<file path="src/rtl/channel_scanner_pkg.sv">
// Shared types and sizing for the channel scanner: FSM state encoding and channel geometry.
package channel_scanner_pkg;

  localparam int unsigned NUM_CH = 4;
  localparam int unsigned SEL_W  = 2;

  typedef enum logic [1:0] {
    StIdle,
    StSettle,
    StSample,
    StHold
  } state_e;

endpackage

</file>
<file path="src/rtl/channel_scanner_next_channel_pick.sv">
// Combinational search for the next channel to scan: lowest set mask bit above the current
// channel, or the lowest set bit overall when first_i is high.
module next_channel_pick
  import channel_scanner_pkg::*;
(
  input  logic [NUM_CH-1:0] mask_i,
  input  logic [SEL_W-1:0]  cur_i,
  input  logic              first_i,
  output logic [SEL_W-1:0]  nxt_o,
  output logic              none_o
);

  // Descending walk so the lowest qualifying bit is the last one written.
  always_comb begin
    nxt_o  = '0;
    none_o = 1'b1;
    for (int i = NUM_CH - 1; i >= 0; i--) begin
      if (mask_i[i] && (first_i || (i > int'(cur_i)))) begin
        nxt_o  = SEL_W'(i);
        none_o = 1'b0;
      end
    end
  end

endmodule

</file>
<file path="src/rtl/channel_scanner.sv">
// Scans the masked channels of a 4:1 selector, settling dwell+1 cycles per channel before
// sampling, then offers the captured frame until the consumer accepts it.
module channel_scanner
  import channel_scanner_pkg::*;
#(
  parameter int unsigned DWELL_W = 4
) (
  input  logic               clk,
  input  logic               rst,
  input  logic               start,
  input  logic [NUM_CH-1:0]  ch_mask,
  input  logic [DWELL_W-1:0] dwell,
  input  logic               mux_q,
  output logic               sel_0,
  output logic               sel_1,
  output logic               busy,
  output logic [NUM_CH-1:0]  frame,
  output logic               frame_valid,
  input  logic               frame_ready
);

  state_e             state_q, state_d;
  logic [SEL_W-1:0]   ch_q, ch_d;
  logic [NUM_CH-1:0]  mask_q, mask_d;
  logic [DWELL_W-1:0] dwell_q, dwell_d;
  logic [DWELL_W-1:0] cnt_q, cnt_d;
  logic [NUM_CH-1:0]  frame_q, frame_d;

  logic [NUM_CH-1:0]  pick_mask;
  logic               pick_first;
  logic [SEL_W-1:0]   pick_nxt;
  logic               pick_none;

  // In IDLE the live mask is searched from bit 0; during a scan the latched mask is used.
  assign pick_first = (state_q == StIdle);
  assign pick_mask  = pick_first ? ch_mask : mask_q;

  next_channel_pick u_pick (
    .mask_i  (pick_mask),
    .cur_i   (ch_q),
    .first_i (pick_first),
    .nxt_o   (pick_nxt),
    .none_o  (pick_none)
  );

  always_comb begin
    state_d = state_q;
    ch_d    = ch_q;
    mask_d  = mask_q;
    dwell_d = dwell_q;
    cnt_d   = cnt_q;
    frame_d = frame_q;
    unique case (state_q)
      StIdle: begin
        if (start && (|ch_mask)) begin
          mask_d  = ch_mask;
          dwell_d = dwell;
          frame_d = '0;
          ch_d    = pick_nxt;
          cnt_d   = '0;
          state_d = StSettle;
        end
      end
      StSettle: begin
        if (cnt_q == dwell_q) begin
          state_d = StSample;
        end else begin
          cnt_d = cnt_q + 1'b1;
        end
      end
      StSample: begin
        frame_d[ch_q] = mux_q;
        if (pick_none) begin
          state_d = StHold;
        end else begin
          ch_d    = pick_nxt;
          cnt_d   = '0;
          state_d = StSettle;
        end
      end
      StHold: begin
        if (frame_ready) begin
          ch_d    = '0;
          state_d = StIdle;
        end
      end
      default: state_d = StIdle;
    endcase
  end

  always_ff @(posedge clk) begin
    if (rst) begin
      state_q <= StIdle;
      ch_q    <= '0;
      mask_q  <= '0;
      dwell_q <= '0;
      cnt_q   <= '0;
      frame_q <= '0;
    end else begin
      state_q <= state_d;
      ch_q    <= ch_d;
      mask_q  <= mask_d;
      dwell_q <= dwell_d;
      cnt_q   <= cnt_d;
      frame_q <= frame_d;
    end
  end

  assign sel_0       = ch_q[0];
  assign sel_1       = ch_q[1];
  assign busy        = (state_q == StSettle) || (state_q == StSample);
  assign frame       = frame_q;
  assign frame_valid = (state_q == StHold);

endmodule

</file>
<file path="config.mk">
export PLATFORM = sky130hd
export DESIGN_NAME = channel_scanner
export DESIGN_NICKNAME = d
export VERILOG_FILES = /design/src/rtl/channel_scanner_pkg.sv /design/src/rtl/channel_scanner_next_channel_pick.sv /design/src/rtl/channel_scanner.sv
export SDC_FILE = /design/constraint.sdc
export NUM_CORES = 1
export LEC_CHECK = 0
export CORE_MARGIN = 1
export CORE_UTILIZATION = 55
export DETAILED_ROUTE_END_ITERATION = 12
export GPL_TIMING_DRIVEN = 0
export PLACE_DENSITY_LB_ADDON = 0.1
export SETUP_SLACK_MARGIN = 0.5
export SLEW_MARGIN = 20
export SYNTH_ARGS = -nofsm -noshare
export SYNTH_HDL_FRONTEND = slang
export SYNTH_SLANG_ARGS = --single-unit
</file>
<file path="constraint.sdc">
create_clock -name clk -period 5 [get_ports clk]
set_clock_uncertainty 0.05 [all_clocks]
set_input_delay 0.75 -clock clk [delete_from_list [all_inputs] [get_ports clk]]
set_output_delay 0.75 -clock clk [all_outputs]
set_load 0.1 [all_outputs]
</file>
==> reports/qor.csv <==
metric,value,unit
status,finished clean,
most frequent cells in the layout,"dfxtp_1, clkdlybuf4s50_1, a21oi_1, nand2_1, nand3_1",
"non-filler cells, final",197,
YS warnings,0,
crit-path cells,inv_1 -> ha_1 -> clkdlybuf4s50_1,
reg2reg start,state_q[1],
I/O pin count,21,
vias,1154,
hold_sp,mask_q[1],
Port Buffer Count,20,
Core Rows,16,
first-pass iteration count of the detailed router,4,
Setup Viol. Count Final,0,
Worst Path Arrival,2.30,ns
syn_area_per_cell,8.35,um^2
final core utilization,0.744,
Simple-Gate Fraction of Synth Area,0.209,
largest net degree at the start of global routing,13,
Tot Pwr,0.894,mW
Clock Latency Late Sink,0.31,ns
post-CTS setup buffers,0,
drt drc,0,
main combinational cell family by area after synthesis,compound AO/OA/AOI/OAI gates,
vias in the first global route,1082,
reg2reg path depth,7,
Synth-to-Final Area Change,23.5,%
filler instances,155,
Slew Limit Fails,0,
met3 wire len,104,um
Final TNS setup,0,ns
worst hold path type,reg2reg,
ratio of cells with drive above 1 in the final layout,0.141,
Final Cell Area,1510,um^2
CP Max Fanout,5,
Tcrit/Tclk final,0.621,
XOR/XNOR Fraction of Synth Area,0.0411,
Worst Setup End Kind,output port,
r2r setup slk,3.02,ns
Worst Setup SP,state_q[1],
overall routing resource usage,0.245,
Initial Util,0.603,
Met2 Wirelength,1320,um
count of different cell masters after synthesis,44,
metal1 wirelength,1200,um
complex-gate fraction of the synthesized area,0.273,
endpoints failing hold,0,
ANT cells,0,
Post-DP HPWL,2090,um
H-tree levels,1,
number of flops mapped to enable cells by yosys,0,
Worst path slowest cell,clkdlybuf4s50_1,
maxcap violations,0,
DIE AREA,2410,um^2
Post-Synth Adder-Cell Area,0.0616,
vias per inst,5.86,
grt ovf,0,
routability congestion estimate,0.849,
CTS Buf Count,3,
clock sink count,20,
Fin Hold WS,0.413,ns
Worst Hold End,mask_q[1],
post-synthesis mux area share,0.0246,
maximum VDD drop,412,uV
"FFs w/ async S/R, synth",0,
Max Fclk,322,MHz
Slew headroom,0.344,
cts hold-fix bufs,0,
#FFs+latches synth,20,
Place WS,2.26,ns
Root Driver,clkbuf_4,
Worst Tran Pin Value,0.981,ns
drt wl/cell,13.7,um
placed instance count,193,
sequential area share after synthesis,0.329,
overall routed net length,2690,um
CTS-repair resized insts,0,
Mapped Cells,146,
initial antenna violation count,0,
Max Used Layer,met4,
clock slew at reported path FFs,0.12,ns
Period minus WS final,3.10,ns
r2r endpoint,cnt_q[0],
Synth Cell Area,1220,um^2
power per cell area,594,nW/um^2
DRT iter0 DRCs,31,
unrepaired setup endpoints after global routing,no,
startpoint types,flip-flop,
maximum root-to-sink buffer count,2,
syn nets,165,
CTS tree,yes,
worst setup margin,1.90,ns
Most used DFF post-synth,dfxtp_1,
Critical Path Max Stage Delay,1.13,ns
Core ar.,2020,um^2
leakage,0.550,nW
nets,190,
Antenna Nets Post-Route,0,
Critical Path RT,4.20,ns
Hold Path Depth,2,
dpl cell area,1450,um^2
Die Span X,49.1,um
Die Y,49.1,um
critical setup path kind,reg2out,
first-pass GRT wire length,4600,um
## kinds of logic after synthesis
family                     after synthesis
buffers and inverters                   18
muxes                                    3
AOI/OAI and AO/OA                       44
xor gates and xnor gates                 4
and+or+nand+nor                         51
adders and majority gates                6
DFF                                     20
## layer usage
layer	vias up	GRT usage
li1	570	-
met1	537	0.294
met2	40	0.432
met3	7	0.0280
met4	0	0.108
met5	-	0
## worst max-delay path: cells and delay by family, from the launching register on
kind       cells  cell delay (ns)
fa+ha+maj      1             0.31
flops          1             0.43
buf+inv        2             1.24
## Yosys cell counts, types with 2 or more instances
cell,instances,area share
a21oi_1,19,0.078
buf_2,3,0.012
clkbuf_1,2,0.0062
dfxtp_1,20,0.33
ha_1,6,0.062
inv_1,11,0.034
mux2i_1,3,0.025
nand2_1,13,0.040
nand2b_1,2,0.010
nand3_1,13,0.053
nand4_1,2,0.010
nor2_1,10,0.031
o21ai_0,6,0.025
o21ai_2,2,0.014
o221ai_2,2,0.025
o32ai_1,2,0.014
xnor2_1,2,0.014
xnor2_2,2,0.027
## registers in the layout (all words and copies together) (netlist names)
name / flops
ch_q: 2
cnt_q: 4
dwell_q: 4
frame: 4
mask_q: 4
state_q: 2
## power by group
group | switching (mW) | internal, mW | leakage [nW] | total [mW]
logic | 0.368 | 0.177 | 0.359 | 0.545
clock network | 0.0538 | 0.0812 | 0.0279 | 0.135
registers | 0.0249 | 0.188 | 0.163 | 0.213
## worst max path at each step
stage / endpoint / slack [ns] / cells past startpoint
3_3_place_gp: busy / 2.29 / 3
4_1_cts: busy / 1.89 / 3
3_5_place_dp: busy / 2.26 / 3
2_1_floorplan: state_q[1] / 2.83 / 5
6_report: busy / 1.90 / 3
5_1_grt: busy / 1.81 / 3
## cell type report
| cell class | instances | area (um^2) | area share |
|---|---|---|---|
| buffer | 6 | 30.0 | 0.0200 |
| clock buffer | 3 | 22.5 | 0.0150 |
| clock inverter | 1 | 30.0 | 0.0200 |
| inverter | 12 | 45.0 | 0.0299 |
| multi-input combinational | 108 | 743 | 0.494 |
| sequential | 20 | 400 | 0.266 |
| tap | 27 | 33.8 | 0.0224 |
| timing repair buffer | 20 | 200 | 0.133 |
Note: power is estimated with default switching activity, not from simulation.
